$ cat config.mk
export PLATFORM = sky130hd
export DESIGN_NAME = ps2_keymap_decoder_flat
export DESIGN_NICKNAME = d
export VERILOG_FILES = /design/src/rtl/ps2_keymap_decoder_if.sv /design/src/rtl/ps2_keymap_decoder.sv /design/src/flat_wrapper.sv
export SDC_FILE = /design/constraint.sdc
export NUM_CORES = 1
export LEC_CHECK = 0
export ABC_AREA = 1
export CAP_MARGIN = 20
export CORE_MARGIN = 3
export CORE_UTILIZATION = 45
export DETAILED_ROUTE_END_ITERATION = 12
export PLACE_DENSITY = 0.66
export SLEW_MARGIN = 5
export SYNTH_ARGS = -nofsm -noshare
export SYNTH_HDL_FRONTEND = slang
export SYNTH_SLANG_ARGS = --single-unit
$ cat constraint.sdc
create_clock -name CLOCK_50 -period 3.1 [get_ports CLOCK_50]
set_input_delay 0.465 -clock CLOCK_50 [delete_from_list [all_inputs] [get_ports CLOCK_50]]
set_output_delay 0.465 -clock CLOCK_50 [all_outputs]
set_load 0.03 [all_outputs]
$ cat src/rtl/ps2_keymap_decoder_if.sv
// Byte stream from the PS/2 receiver into the keymap decoder.
interface ps2_keymap_decoder_if;
  logic [7:0] received_data;
  logic       received_data_en;

  modport master (
    output received_data,
    output received_data_en
  );

  modport slave (
    input received_data,
    input received_data_en
  );
endinterface

$ cat src/rtl/ps2_keymap_decoder.sv
// PS/2 scancode-set-2 decoder: E0/F0 prefix handling, Pause swallowing,
// prefix timeout, and per-key held levels with make/break/repeat pulses.
module ps2_keymap_decoder #(
  parameter int                    NUM_KEYS       = 4,
  parameter logic [9*NUM_KEYS-1:0] KEY_CODES      = {9'h175, 9'h174, 9'h16B, 9'h05A},
  parameter int                    TIMEOUT_CYCLES = 2_500_000
) (
  input  logic                      CLOCK_50,
  input  logic                      resetn,
  ps2_keymap_decoder_if.slave       ps2,
  output logic [NUM_KEYS-1:0]       key_held,
  output logic [NUM_KEYS-1:0]       key_make,
  output logic [NUM_KEYS-1:0]       key_break,
  output logic [NUM_KEYS-1:0]       key_repeat,
  output logic                      any_held,
  output logic                      unmapped,
  output logic                      seq_error
);

  localparam int            TW        = $clog2(TIMEOUT_CYCLES + 1);
  localparam logic [TW-1:0] TMO_LIMIT = TW'(TIMEOUT_CYCLES);
  localparam logic [TW-1:0] TMO_ONE   = TW'(1);

  typedef enum logic [2:0] {
    S_IDLE    = 3'd0,
    S_EXT     = 3'd1,
    S_BRK     = 3'd2,
    S_EXT_BRK = 3'd3,
    S_PAUSE   = 3'd4
  } state_t;

  state_t        state_q, state_d;
  logic [2:0]    skip_q, skip_d;
  logic [TW-1:0] tmo_q, tmo_d;
  logic [TW-1:0] tmo_inc_s;

  logic          ev_make_s;
  logic          ev_break_s;
  logic [8:0]    ev_code_s;
  logic          err_s;

  logic [NUM_KEYS-1:0] match_s;

  logic [NUM_KEYS-1:0] held_q, held_d;
  logic [NUM_KEYS-1:0] make_q, make_d;
  logic [NUM_KEYS-1:0] brk_q, brk_d;
  logic [NUM_KEYS-1:0] rep_q, rep_d;
  logic                any_q, any_d;
  logic                unm_q, unm_d;
  logic                err_q, err_d;

  logic [7:0] data_s;
  logic       strobe_s;

  assign data_s   = ps2.received_data;
  assign strobe_s = ps2.received_data_en;

  // Prefix state machine: classify each byte into make/break events, errors or swallowed Pause bytes; run the prefix timeout.
  always_comb begin
    state_d    = state_q;
    skip_d     = skip_q;
    tmo_d      = tmo_q;
    tmo_inc_s  = tmo_q;
    ev_make_s  = 1'b0;
    ev_break_s = 1'b0;
    ev_code_s  = 9'h000;
    err_s      = 1'b0;
    if (strobe_s) begin
      // A byte always wins over a timeout expiring in the same cycle.
      tmo_d = '0;
      case (state_q)
        S_IDLE: begin
          case (data_s)
            8'hE0:   state_d = S_EXT;
            8'hF0:   state_d = S_BRK;
            8'hE1: begin
              state_d = S_PAUSE;
              skip_d  = 3'd7;
            end
            default: begin
              ev_make_s = 1'b1;
              ev_code_s = {1'b0, data_s};
            end
          endcase
        end
        S_EXT: begin
          case (data_s)
            8'hF0:        state_d = S_EXT_BRK;
            8'hE0, 8'hE1: begin
              err_s   = 1'b1;
              state_d = S_IDLE;
            end
            default: begin
              ev_make_s = 1'b1;
              ev_code_s = {1'b1, data_s};
              state_d   = S_IDLE;
            end
          endcase
        end
        S_BRK, S_EXT_BRK: begin
          case (data_s)
            8'hE0, 8'hF0, 8'hE1: begin
              err_s   = 1'b1;
              state_d = S_IDLE;
            end
            default: begin
              ev_break_s = 1'b1;
              ev_code_s  = {(state_q == S_EXT_BRK), data_s};
              state_d    = S_IDLE;
            end
          endcase
        end
        S_PAUSE: begin
          skip_d = skip_q - 3'd1;
          if (skip_q == 3'd1) begin
            state_d = S_IDLE;
          end else begin
            state_d = S_PAUSE;
          end
        end
        default: begin
          state_d = S_IDLE;
          skip_d  = 3'd0;
        end
      endcase
    end else if (state_q != S_IDLE) begin
      // Saturating count of idle cycles spent waiting inside a prefix.
      if (tmo_q == {TW{1'b1}}) begin
        tmo_inc_s = tmo_q;
      end else begin
        tmo_inc_s = tmo_q + TMO_ONE;
      end
      if (tmo_inc_s == TMO_LIMIT) begin
        state_d = S_IDLE;
        skip_d  = 3'd0;
        tmo_d   = '0;
        err_s   = 1'b1;
      end else begin
        tmo_d = tmo_inc_s;
      end
    end else begin
      tmo_d = '0;
    end
  end

  // Compare the decoded {ext,code} against every table entry in parallel.
  always_comb begin
    match_s = '0;
    for (int i = 0; i < NUM_KEYS; i++) begin
      match_s[i] = (ev_code_s == KEY_CODES[9*i +: 9]);
    end
  end

  // Apply make/break events to the held levels and form the next pulse values.
  always_comb begin
    held_d = held_q;
    make_d = '0;
    brk_d  = '0;
    rep_d  = '0;
    unm_d  = 1'b0;
    err_d  = err_s;
    if (ev_make_s) begin
      make_d = match_s & ~held_q;
      rep_d  = match_s & held_q;
      held_d = held_q | match_s;
      unm_d  = (match_s == '0);
    end else if (ev_break_s) begin
      brk_d  = match_s & held_q;
      held_d = held_q & ~match_s;
      unm_d  = (match_s == '0);
    end else begin
      held_d = held_q;
    end
    any_d = |held_d;
  end

  // State, counters and all registered outputs.
  always_ff @(posedge CLOCK_50 or negedge resetn) begin
    if (!resetn) begin
      state_q <= S_IDLE;
      skip_q  <= 3'd0;
      tmo_q   <= '0;
      held_q  <= '0;
      make_q  <= '0;
      brk_q   <= '0;
      rep_q   <= '0;
      any_q   <= 1'b0;
      unm_q   <= 1'b0;
      err_q   <= 1'b0;
    end else begin
      state_q <= state_d;
      skip_q  <= skip_d;
      tmo_q   <= tmo_d;
      held_q  <= held_d;
      make_q  <= make_d;
      brk_q   <= brk_d;
      rep_q   <= rep_d;
      any_q   <= any_d;
      unm_q   <= unm_d;
      err_q   <= err_d;
    end
  end

  assign key_held   = held_q;
  assign key_make   = make_q;
  assign key_break  = brk_q;
  assign key_repeat = rep_q;
  assign any_held   = any_q;
  assign unmapped   = unm_q;
  assign seq_error  = err_q;

endmodule

$ cat src/flat_wrapper.sv
// flat-port wrapper written by rule: the top's interface ports become plain ports
module ps2_keymap_decoder_flat 
#(
  parameter int                    NUM_KEYS       = 4,
  parameter logic [9*NUM_KEYS-1:0] KEY_CODES      = {9'h175, 9'h174, 9'h16B, 9'h05A},
  parameter int                    TIMEOUT_CYCLES = 2_500_000
)
  (CLOCK_50, resetn, key_held, key_make, key_break, key_repeat, any_held, unmapped, seq_error, ps2_received_data, ps2_received_data_en);
  ps2_keymap_decoder_if ps2_i ();
  input  logic CLOCK_50;
  input  logic resetn;
  output logic [NUM_KEYS-1:0] key_held;
  output logic [NUM_KEYS-1:0] key_make;
  output logic [NUM_KEYS-1:0] key_break;
  output logic [NUM_KEYS-1:0] key_repeat;
  output logic any_held;
  output logic unmapped;
  output logic seq_error;
  input wire logic [$bits(ps2_i.received_data)-1:0] ps2_received_data;
  input wire logic [$bits(ps2_i.received_data_en)-1:0] ps2_received_data_en;
  assign ps2_i.received_data = ps2_received_data;
  assign ps2_i.received_data_en = ps2_received_data_en;
  ps2_keymap_decoder #(.NUM_KEYS(NUM_KEYS), .KEY_CODES(KEY_CODES), .TIMEOUT_CYCLES(TIMEOUT_CYCLES)) u_core (.CLOCK_50(CLOCK_50), .resetn(resetn), .ps2(ps2_i), .key_held(key_held), .key_make(key_make), .key_break(key_break), .key_repeat(key_repeat), .any_held(any_held), .unmapped(unmapped), .seq_error(seq_error));
endmodule
==> impl_metrics.ini, run 1 <==
[sta]
final_min_period_over_clock_period_pct = 80.3
worst-slew-pin-transition_ns = 0.602
finalSetupViolations = 0
setup_total_negative_slack_ns = 0
hold_viol_final = 0
grt_setup_unrepaired = false
fmax_mhz = 402
relSlewSlack_pct = 59.9
final.setup_skew_ns = 0.00535
min_period_ns = 2.49
finalMaxSlewViolations = 0

[clock_tree]
cts.sinks = 47
clockBufferDepth = 2
clk_lat_worst_skew_ns = 0.30
post_cts_hold_fix_bufs = 0
clock_slew_at_the_register_clock_pins_of_the_worst_setup_and_hold_paths_ns = 0.09
htree_num_levels = 2
cts_made_buffers = 5
cts_resized = 0
post-cts-setup-buffer-count = 0
cts_tree = done
cts_root_buffer = sky130_fd_sc_hd__clkbuf_8

[die]
floorplan.io_pins = 30
dieArea_sq_um = 7490
coreArea_sq_um = 6100
die_height_um = 86.6
die_width_um = 86.6
core.rowCount = 28
start_util_pct = 47.9

[grt]
grt_start_max_net_pins = 48
total_global_routing_overflow = 0
total_global_routing_track_utilization_pct = 19.7
first_global_vias = 2593
antenna_found_initial = 0
grt_pass1_wl_um = 11800

[worst_setup_path]
cp-start-kind = flip-flop
worstPathCellList = ha_1 > inv_2 > nor2_4 > nand2_4 > nor2_8 > nand2_4 > nand2_1 > nand2_1 > nor2_1 > nand2_1 > nor2_2 > nand2_2 > nand2_4 > nand2_2 > nand2_1 > nand2_1
crit_top_cell = sky130_fd_sc_hd__nand2_1
reg2reg_from = u_core.tmo_q[0]
critPathCaptureType = flip-flop
cp_num_cells = 16
r2r_cells = 16
worst_r2r_endpoint = u_core.skip_q[0]
worst_path_dominant_cell_family = simple AND/OR/NAND/NOR gates
cpPeakStageDelay_ns = 0.44
timing.setup.critical_path_class = flip-flop to flip-flop
crit_fanout = 35
worst_path_max_delay_cell = sky130_fd_sc_hd__dfrtp_1
timing.critical_path.from = u_core.tmo_q[0]
timing.critical_path.buf_inv = 1
timing.critical_path.required_ns = 3.29
r2r_slack_ns = 0.61
worst_ep_arrival_time_ns = 2.68

[route]
detail_route.wirelength_um = 7060
post_drt_wl_per_cell_um = 13.4
detail_route.vias_per_cell = 5.13
remaining_drc_errors = 0
drt_first_iter_violations = 234
route.vias.total = 2706
drt_pass1_iterations = 4
count_of_nets_left_with_antenna_violations_after_detail_routing = 0

[layout]
n_antenna_cell = 0
filler_cell_count = 598
layout.cell_area.non_filler_sq_um = 3380
drive_above_1_share_pct = 7.08
layout-area-overhead-vs-synth_pct = 15.6
layout.nets = 465
layout.area.seq_sq_um = 1180
multiInputGateArea_sq_um = 1500

[synthesis]
synth_sequential_area_ratio_pct = 40.3
synthMostInstantiatedCell = sky130_fd_sc_hd__nand2_1
yosys.area_share.simple_pct = 42.1
synth.yosys.warnings = 0
synth.mux.area_fraction_pct = 0
post_synth_inst_count = 419
synth-main-ff-cell = sky130_fd_sc_hd__dfrtp_1
ys_seq_elements = 47
async_flop_share_pct = 100
yosys.area.top_type = sky130_fd_sc_hd__dfrtp_1
yosys.area_share.xor_xnor_pct = 1.80
synth_nets = 433
combinational_family_with_the_most_area_after_synthesis = simple AND/OR/NAND/NOR gates
complex_gate_fraction_of_the_synthesized_area_pct = 6.00
synthAdderAreaFrac_pct = 1.29
post_synth_num_cell_types = 33
mappedNetlistArea_sq_um = 2920
number_of_enable_type_register_cells_in_the_synthesized_netlist = 0
synth.area.top_cells = sky130_fd_sc_hd__dfrtp_1 40%, sky130_fd_sc_hd__nand2_1 14%, sky130_fd_sc_hd__nor2_1 8.6%
synth_cell_count_leaders = 110 x sky130_fd_sc_hd__nand2_1, 67 x sky130_fd_sc_hd__nor2_1, 57 x sky130_fd_sc_hd__inv_1
yosysTopAreaCellShare_pct = 40.3
avgSynthCellArea_sq_um = 6.97

[flow_run]
maxCapViolCount = 0

[pwr]
leakagePower_nw = 1.65
max-vdd-ir-drop_mv = 0.246
p_int_mw = 0.926
power.share.switching_pct = 34.9
share_seq_of_total_power_pct = 49.3
p_clk_share_pct = 25.5
total_power_mw = 1.42
power.net_switching_mw = 0.497
power_frac_comb_pct = 25.2
power_density_nw_per_um2 = 421

[placed_design]
place.gp.congestion = 0.883
number_of_buffers_added_on_ports = 29
detailedPlacementHpwl_um = 5490
placement.cell_area_sq_um = 3270

[worst_hold_path]
min_path_type = primary input to async pin

[outcome]
status = finished, final reports clean
## through the flow
stage,std cells,hold WS [ns],setup WS (ns),utilization [%]
detailed placement,518,0.448,0.431,53.7
finish,527,0.00125,0.612,55.4
global placement,518,0.438,0.424,53.7
global route,527,0.00367,0.349,55.4
floorplan,419,0.169,1.06,-
CTS,526,0.382,0.601,55.1
## worst register-to-register path, cell delays in order, from the launching register on
cell                      delay (ns)
sky130_fd_sc_hd__dfrtp_1        0.44
sky130_fd_sc_hd__ha_1           0.32
sky130_fd_sc_hd__inv_2          0.08
sky130_fd_sc_hd__nor2_4         0.16
sky130_fd_sc_hd__nand2_4        0.10
sky130_fd_sc_hd__nor2_8         0.14
sky130_fd_sc_hd__nand2_4        0.20
sky130_fd_sc_hd__nand2_1        0.20
sky130_fd_sc_hd__nand2_1        0.06
sky130_fd_sc_hd__nor2_1         0.08
sky130_fd_sc_hd__nand2_1        0.07
sky130_fd_sc_hd__nor2_2         0.12
sky130_fd_sc_hd__nand2_2        0.10
sky130_fd_sc_hd__nand2_4        0.11
sky130_fd_sc_hd__nand2_2        0.07
sky130_fd_sc_hd__nand2_1        0.08
sky130_fd_sc_hd__nand2_1        0.05
## state kept, by name, summed over array words and instances (netlist names)
register / cells
u_core.any_held: 1
u_core.key_held: 4
u_core.seq_error: 1
u_core.state_q: 3
u_core.key_repeat: 4
u_core.skip_q: 3
u_core.unmapped: 1
u_core.tmo_q: 22
u_core.key_make: 4
u_core.key_break: 4
## power by group through the flow
| stage | logic (mW) | registers (mW) | clock network, mW |
|---|---|---|---|
| floorplan | 0.263 | 0.698 | 0 |
| global placement | 0.350 | 0.713 | 0 |
| detailed placement | 0.357 | 0.711 | 0 |
| CTS | 0.357 | 0.701 | 0.380 |
| global route | 0.413 | 0.709 | 0.398 |
| finish | 0.359 | 0.701 | 0.363 |
## layout make-up
| class | instances | area share [%] |
|---|---|---|
| multi-input combinational | 308 | 44.3 |
| sequential | 47 | 34.8 |
| timing repair buffer | 30 | 9.04 |
| inverter | 59 | 6.56 |
| tap | 75 | 2.78 |
| clock buffer | 6 | 2.15 |
| clock inverter | 2 | 0.371 |
## cells by family after synthesis
| family | Yosys count |
|---|---|
| simple gates | 268 |
| buf+inv | 64 |
| flops | 47 |
| compound gates | 31 |
| xor+xnor | 6 |
| fa+ha+maj | 3 |
## metal layers
layer / global-route usage, % / up-vias / part of all wire, %
li1: - / 1390 / -
met4: 5.10 / 0 / 1.2
met5: 0 / - / 0
met3: 2.66 / 12 / 2.8
met1: 26.4 / 1243 / 47
met2: 33.4 / 61 / 49
## worst max path at each step
stage / endpoint / slack [ns]
after floorplan: u_core.skip_q[0] / 1.06
final: u_core.skip_q[0] / 0.61
after CTS: u_core.skip_q[0] / 0.60
after detailed placement: u_core.any_held / 0.43
after global routing: u_core.skip_q[0] / 0.35
after global placement: u_core.any_held / 0.42
## layout by cell type (no fill, tap or decap), drive strengths merged
cell | Yosys | routed
nor2 | 77 | 77
xnor2 | 2 | 2
nand2 | 117 | 117
dfrtp | 47 | 47
a211oi | 1 | 1
buf | 3 | 2
nand3 | 41 | 41
nor4 | 1 | 1
or2 | 1 | 1
clkbuf | 2 | 6
nor3 | 14 | 14
ha | 3 | 3
clkinv | 0 | 1
clkdlybuf4s50 | 0 | 28
nand3b | 2 | 2
inv | 59 | 59
and2 | 1 | 1
o21bai | 4 | 4
a221oi | 1 | 1
o21ai | 4 | 4
xor2 | 4 | 4
nor3b | 1 | 1
clkinvlp | 0 | 1
a21oi | 20 | 20
a311oi | 1 | 1
nand4 | 13 | 13
Note: power is estimated with default switching activity, not from simulation.
==> run 2, diff against run 1 <==
--- a/config.mk
+++ b/config.mk
@@ -10,7 +10,7 @@
 export CORE_MARGIN = 3
 export CORE_UTILIZATION = 45
 export DETAILED_ROUTE_END_ITERATION = 12
-export PLACE_DENSITY = 0.66
+export PLACE_DENSITY = 0.68
 export SLEW_MARGIN = 5
 export SYNTH_ARGS = -nofsm -noshare
 export SYNTH_HDL_FRONTEND = slang
==> constraint.sdc (replaced) <==
create_clock -name CLOCK_50 -period 2.1 [get_ports CLOCK_50]
set_input_delay 0.315 -clock CLOCK_50 [delete_from_list [all_inputs] [get_ports CLOCK_50]]
set_output_delay 0.315 -clock CLOCK_50 [all_outputs]
set_load 0.03 [all_outputs]
==> impl_metrics.ini, run 2 (synthesis gave the netlist of run 1 again) <==
[clock_tree]
clk_lat_worst_skew_ns = 0.30
htree_num_levels = 2
cts_made_buffers = 5
cts_tree = done
cts.sinks = 47
clock_slew_at_the_register_clock_pins_of_the_worst_setup_and_hold_paths_ns = 0.09
cts_root_buffer = sky130_fd_sc_hd__clkbuf_8
clockBufferDepth = 2

[die]
core.rowCount = 28
floorplan.io_pins = 30
coreArea_sq_um = 6100
start_util_pct = 47.9
die_height_um = 86.6
dieArea_sq_um = 7490
die_width_um = 86.6

[pwr]
power.share.switching_pct = 31.9
power_density_nw_per_um2 = 580
share_seq_of_total_power_pct = 40.3
p_clk_share_pct = 31.0
p_int_mw = 1.74
leakagePower_nw = 2.14
power_frac_comb_pct = 28.7
power.net_switching_mw = 0.811
max-vdd-ir-drop_mv = 0.422

[route]
detail_route.wirelength_um = 8580
drt_pass1_iterations = 5
post_drt_wl_per_cell_um = 13.9
route.vias.total = 3180
detail_route.vias_per_cell = 5.16
count_of_nets_left_with_antenna_violations_after_detail_routing = 0
remaining_drc_errors = 0
drt_first_iter_violations = 230

[placed_design]
numPlacedInstances = 582
detailedPlacementHpwl_um = 6060
placement.cell_area_sq_um = 3750
place.gp.congestion = 0.884
number_of_buffers_added_on_ports = 29

[worst_setup_path]
r2r_cells = 13
worst_r2r_endpoint = u_core.tmo_q[8]
critPathCaptureType = flip-flop
r2r_slack_ns = -0.06
worst_path_dominant_cell_family = simple AND/OR/NAND/NOR gates
crit_fanout = 8
timing.critical_path.required_ns = 2.32
worst_ep_arrival_time_ns = 2.38
cp-start-kind = flip-flop
worstPathCellList = nand2_2 > nor2_4 > nand2_4 > buf_6 > xor2_2 > nand2_2 > nand2_1 > nor2_1 > nand2_1 > nor2_2 > nand2_2 > nand3_4 > a21oi_1
timing.critical_path.buf_inv = 1
cpPeakStageDelay_ns = 0.47
timing.setup.critical_path_class = flip-flop to flip-flop
crit_top_cell = sky130_fd_sc_hd__nand2_2
worst_path_max_delay_cell = sky130_fd_sc_hd__dfrtp_1
reg2reg_from = u_core.tmo_q[6]

[worst_hold_path]
min_path_cells = 1
min_path_type = flip-flop to flip-flop
holdCritStartpoint = u_core.key_held[2]
hold-path-endpoint = u_core.key_make[2]

[layout]
n_antenna_cell = 0
layout.nets = 554
filler_cell_count = 458
layout-area-overhead-vs-synth_pct = 50.4
layout.cell_area.non_filler_sq_um = 4390
layout.cells.most_common_list = 95 x sky130_fd_sc_hd__nand2_1, 80 x sky130_fd_sc_hd__buf_4, 56 x sky130_fd_sc_hd__inv_1
mostFrequentLayoutCell = sky130_fd_sc_hd__nand2_1
multiInputGateArea_sq_um = 1770
regMostFlops = u_core.tmo_q
drive_above_1_share_pct = 32.3
layout.area.seq_sq_um = 1180
number_of_flip_flops_in_the_largest_register = 22
layoutNonFillerInstCount = 616

[grt]
grt_start_max_net_pins = 19
antenna_found_initial = 0
total_global_routing_overflow = 0
grt_pass1_wl_um = 13000
first_global_vias = 2969
total_global_routing_track_utilization_pct = 21.6

[sta]
worst-slew-pin-transition_ns = 0.494
relSlewSlack_pct = 67.0
grt_setup_unrepaired = true
finalMaxSlewViolations = 0
setup_total_negative_slack_ns = -0.367
hold_viol_final = 0
final.setup_skew_ns = 0.00712
min_period_ns = 2.16
setup_ws_final_ns = -0.0566
fmax_mhz = 464
final_min_period_over_clock_period_pct = 103
finalSetupViolations = 10

[outcome]
status = finished with violations
violations_in_the_final_reports = negative setup slack

[flow_run]
maxCapViolCount = 0
-- run 2: routing by layer --
metal	vias up	routed length (um)	GRT usage, %
met5	-	0	0
met4	0	252	6.52
met3	25	327	2.85
met2	82	4310	37.1
met1	1501	3690	28.3
li1	1572	-	-
-- run 2: how the worst max path moves through the flow --
stage,start,endpoint,depth (start not counted)
2_1_floorplan,u_core.tmo_q[0],u_core.skip_q[0],16
3_3_place_gp,ps2_received_data[7],u_core.any_held,11
3_5_place_dp,ps2_received_data[1],u_core.any_held,12
4_1_cts,u_core.tmo_q[1],u_core.state_q[2],16
5_1_grt,u_core.tmo_q[6],u_core.skip_q[0],15
6_report,u_core.tmo_q[6],u_core.tmo_q[8],13
-- run 2: layout make-up --
class                   instances  area share [%]
multi-input cells             309            40.2
repair buffers                118            22.6
inverters                      59            5.10
well taps                      75            2.14
clock inverters                 3            1.54
flip-flops and latches         47            26.8
clock buffers                   5            1.57
-- run 2: worst register-to-register path, stage by stage (launching register included) --
cell,delay (ns)
sky130_fd_sc_hd__dfrtp_1,0.47
sky130_fd_sc_hd__nand2_2,0.14
sky130_fd_sc_hd__nor2_4,0.18
sky130_fd_sc_hd__nand2_4,0.11
sky130_fd_sc_hd__buf_6,0.13
sky130_fd_sc_hd__xor2_2,0.21
sky130_fd_sc_hd__nand2_2,0.10
sky130_fd_sc_hd__nand2_1,0.07
sky130_fd_sc_hd__nor2_1,0.04
sky130_fd_sc_hd__nand2_1,0.09
sky130_fd_sc_hd__nor2_2,0.05
sky130_fd_sc_hd__nand2_2,0.11
sky130_fd_sc_hd__nand3_4,0.19
sky130_fd_sc_hd__a21oi_1,0.20
-- run 2: power by group through the flow --
stage | sequential (mW) | clock, mW | combinational [mW]
after detailed placement | 1.03 | 0 | 0.671
after CTS | 1.02 | 0.804 | 0.681
after global routing | 1.04 | 0.848 | 0.815
after global placement | 1.04 | 0 | 0.648
final | 1.03 | 0.789 | 0.730
after floorplan | 1.03 | 0 | 0.388
-- run 2: what timing repair did --
action | CTS | global route
hold buffers | 1 | 0
pin swaps | 4 | 27
endpoints found under the setup margin | 12 | 19
resized for setup | 9 | 68
setup buffers | 1 | 23
gates cloned | 0 | 1
endpoints found under the hold margin | 16 | 0
-- run 2: metrics by stage --
step	total power, mW	setup WS, ns	util [%]	hold slack [ns]
3_5_place_dp	1.71	-0.193	61.6	0.277
5_1_grt	2.70	-0.183	72.1	0.488
2_1_floorplan	1.42	0.0642	-	0.0194
4_1_cts	2.50	0.00433	64.6	0.455
3_3_place_gp	1.68	-0.170	61.6	0.272
6_report	2.55	-0.0566	72.1	0.454
==> run 3, diff against run 2 <==
--- a/config.mk
+++ b/config.mk
@@ -5,12 +5,12 @@
 export SDC_FILE = /design/constraint.sdc
 export NUM_CORES = 1
 export LEC_CHECK = 0
-export ABC_AREA = 1
+export ABC_AREA = 0
 export CAP_MARGIN = 20
 export CORE_MARGIN = 3
 export CORE_UTILIZATION = 45
 export DETAILED_ROUTE_END_ITERATION = 12
-export PLACE_DENSITY = 0.68
+export PLACE_DENSITY = 0.69
 export SLEW_MARGIN = 5
 export SYNTH_ARGS = -nofsm -noshare
 export SYNTH_HDL_FRONTEND = slang
==> impl_metrics.ini, run 3 <==
[route]
detail_route.wirelength_um = 7340
drt_pass1_iterations = 4
post_drt_wl_per_cell_um = 15.0
detail_route.vias_per_cell = 5.39
route.vias.total = 2636
drt_first_iter_violations = 163
count_of_nets_left_with_antenna_violations_after_detail_routing = 0
remaining_drc_errors = 0

[outcome]
status = finished with violations
violations_in_the_final_reports = negative hold slack, negative setup slack

[sta]
min_period_ns = 2.63
relSlewSlack_pct = 60.9
finalSetupViolations = 15
worst-slew-pin-transition_ns = 0.586
final_min_period_over_clock_period_pct = 125
fmax_mhz = 380
setup_ws_final_ns = -0.531
timing.hold.ws_ns = -0.00112
hold_viol_final = 1
final.setup_skew_ns = 0.0128
finalMaxSlewViolations = 0
grt_setup_unrepaired = true

[synthesis]
yosys.area.top_type = sky130_fd_sc_hd__dfrtp_1
ys_seq_elements = 47
synth_cell_count_leaders = 50 x sky130_fd_sc_hd__nor2_1, 47 x sky130_fd_sc_hd__dfrtp_1, 30 x sky130_fd_sc_hd__nand2_1
avgSynthCellArea_sq_um = 8.88
yosys.area_share.simple_pct = 31.8
synth.area.top_cells = sky130_fd_sc_hd__dfrtp_1 44%, sky130_fd_sc_hd__nor2_1 7.0%, sky130_fd_sc_hd__xor2_1 4.2%
combinational_family_with_the_most_area_after_synthesis = simple AND/OR/NAND/NOR gates
mappedNetlistArea_sq_um = 2690
synth-main-ff-cell = sky130_fd_sc_hd__dfrtp_1
synth_nets = 317
complex_gate_fraction_of_the_synthesized_area_pct = 12.8
post_synth_inst_count = 303
synth_sequential_area_ratio_pct = 43.7
post_synth_num_cell_types = 61
synth.mux.area_fraction_pct = 0.744
synthAdderAreaFrac_pct = 1.40
yosys.area_share.xor_xnor_pct = 5.53
number_of_enable_type_register_cells_in_the_synthesized_netlist = 0
synth.yosys.warnings = 0
async_flop_share_pct = 100
synthMostInstantiatedCell = sky130_fd_sc_hd__nor2_1
yosysTopAreaCellShare_pct = 43.7

[worst_setup_path]
cp-start-kind = flip-flop
timing.setup.critical_path_class = flip-flop to flip-flop
timing.critical_path.required_ns = 2.31
crit_fanout = 5
r2r_slack_ns = -0.53
critPathCaptureType = flip-flop
worst_ep_arrival_time_ns = 2.84

[die]
die_height_um = 83.3
dieArea_sq_um = 6940
die_width_um = 83.3
core.rowCount = 27
floorplan.io_pins = 30
start_util_pct = 47.7
coreArea_sq_um = 5640

[layout]
filler_cell_count = 427
layout.cells.most_common_list = 86 x sky130_fd_sc_hd__buf_4, 47 x sky130_fd_sc_hd__dfrtp_1, 41 x sky130_fd_sc_hd__nor2_1
number_of_flip_flops_in_the_largest_register = 22
layout.cell_area.non_filler_sq_um = 4000
regMostFlops = u_core.tmo_q
layout.nets = 430
layout-area-overhead-vs-synth_pct = 48.7
n_antenna_cell = 0
mostFrequentLayoutCell = sky130_fd_sc_hd__buf_4
drive_above_1_share_pct = 32.6

[grt]
total_global_routing_overflow = 0
first_global_vias = 2722
total_global_routing_track_utilization_pct = 22.1
antenna_found_initial = 0
grt_pass1_wl_um = 12600
grt_start_max_net_pins = 27

[placed_design]
detailedPlacementHpwl_um = 5590
dp_worst_setup_slack_ns = -0.599
placement.cell_area_sq_um = 3700
number_of_buffers_added_on_ports = 29
place.gp.congestion = 0.958

[pwr]
leakagePower_nw = 1.82
max-vdd-ir-drop_mv = 0.347
total_power_mw = 2.03
power_density_nw_per_um2 = 507

[worst_hold_path]
min_path_type = primary input to async pin

[clock_tree]
clk_lat_worst_skew_ns = 0.31
cts_made_buffers = 5
cts_tree = done
cts_root_buffer = sky130_fd_sc_hd__clkbuf_8
cts.sinks = 47
clock_slew_at_the_register_clock_pins_of_the_worst_setup_and_hold_paths_ns = 0.10
htree_num_levels = 2
clockBufferDepth = 2
post_cts_hold_fix_bufs = 0

[flow_run]
maxCapViolCount = 0
## run 3: changes by cell type in the layout (fill, tap and decap cells not counted), sizes merged, moves of 4 or more
cell / change
nand2: -88
inv: -47
nand3: -32
nor2: -27
xor2: +9
and2: +7
o31ai: +6
a21oi: -5
and3: +5
o21ai: +5
or3: +5
nand2b: +4
o21bai: -4
## run 3: layer usage
layer	global-route usage [%]	part of all wire, %
met5	0	0
met1	27.0	43
met3	5.16	4.1
met2	38.6	51
met4	6.98	1.9
## run 3: what timing repair did
item                                    CTS  global route
buffers inserted                          5             1
resized for setup                        12            26
endpoints found under the setup margin   16            20
pin swaps                                13             8
## run 3: worst paths after layout
path                               startpoint                 end  cells after the start
min in group CLOCK_50      u_core.key_held[0]  u_core.key_make[0]                      1
hold reg to reg            u_core.key_held[0]  u_core.key_make[0]                      1
hold / removal                         resetn     u_core.tmo_q[2]                      1
setup / recovery              u_core.tmo_q[1]    u_core.tmo_q[17]                     11
max in group asynchronous              resetn    u_core.skip_q[1]                      2
setup reg to reg              u_core.tmo_q[1]    u_core.tmo_q[17]                     11
## run 3: final cells by class
cell class	instances	area [sq um]	share of cell area [%]
inverter	11	41.3	1.03
tap	72	90.1	2.25
clock inverter	2	38.8	0.970
sequential	47	1180	29.4
timing repair buffer	120	993	24.8
multi-input combinational	231	1580	39.4
clock buffer	6	82.6	2.06
## run 3: logic make-up after synthesis
| group | count (synthesis) |
|---|---|
| and+or+nand+nor | 159 |
| DFF | 47 |
| muxes | 2 |
| buffers and inverters | 25 |
| xor gates and xnor gates | 17 |
| adders and majority gates | 3 |
| AOI/OAI and AO/OA | 50 |
## run 3: critical path, stage by stage (launching register included)
cell and delay (ns):
sky130_fd_sc_hd__dfrtp_1 0.42, sky130_fd_sc_hd__ha_4 0.18, sky130_fd_sc_hd__nand4_4 0.08, sky130_fd_sc_hd__nor4_4 0.05, sky130_fd_sc_hd__buf_4 0.16, sky130_fd_sc_hd__buf_4 0.15
sky130_fd_sc_hd__a311o_1 0.32, sky130_fd_sc_hd__or3_1 0.32, sky130_fd_sc_hd__a2111o_1 0.37, sky130_fd_sc_hd__o31ai_4 0.25, sky130_fd_sc_hd__buf_6 0.18, sky130_fd_sc_hd__nor2_1 0.04
## run 3: power by group
part / switching, mW / internal, mW / total (mW)
Clock: 0.324 / 0.392 / 0.716
Sequential: 0.0226 / 0.934 / 0.957
Combinational: 0.194 / 0.162 / 0.356
Total: 0.541 / 1.49 / 2.03
## run 3: metrics by stage
| stage | setup TNS [ns] | util, % | std cells |
|---|---|---|---|
| after floorplan | -5.14 | - | 303 |
| after global placement | -10.62 | 65.5 | 477 |
| after detailed placement | -11.43 | 65.5 | 477 |
| after CTS | -8.06 | 68.9 | 488 |
| after global routing | -8.80 | 70.9 | 489 |
| final | -7.64 | 70.9 | 489 |
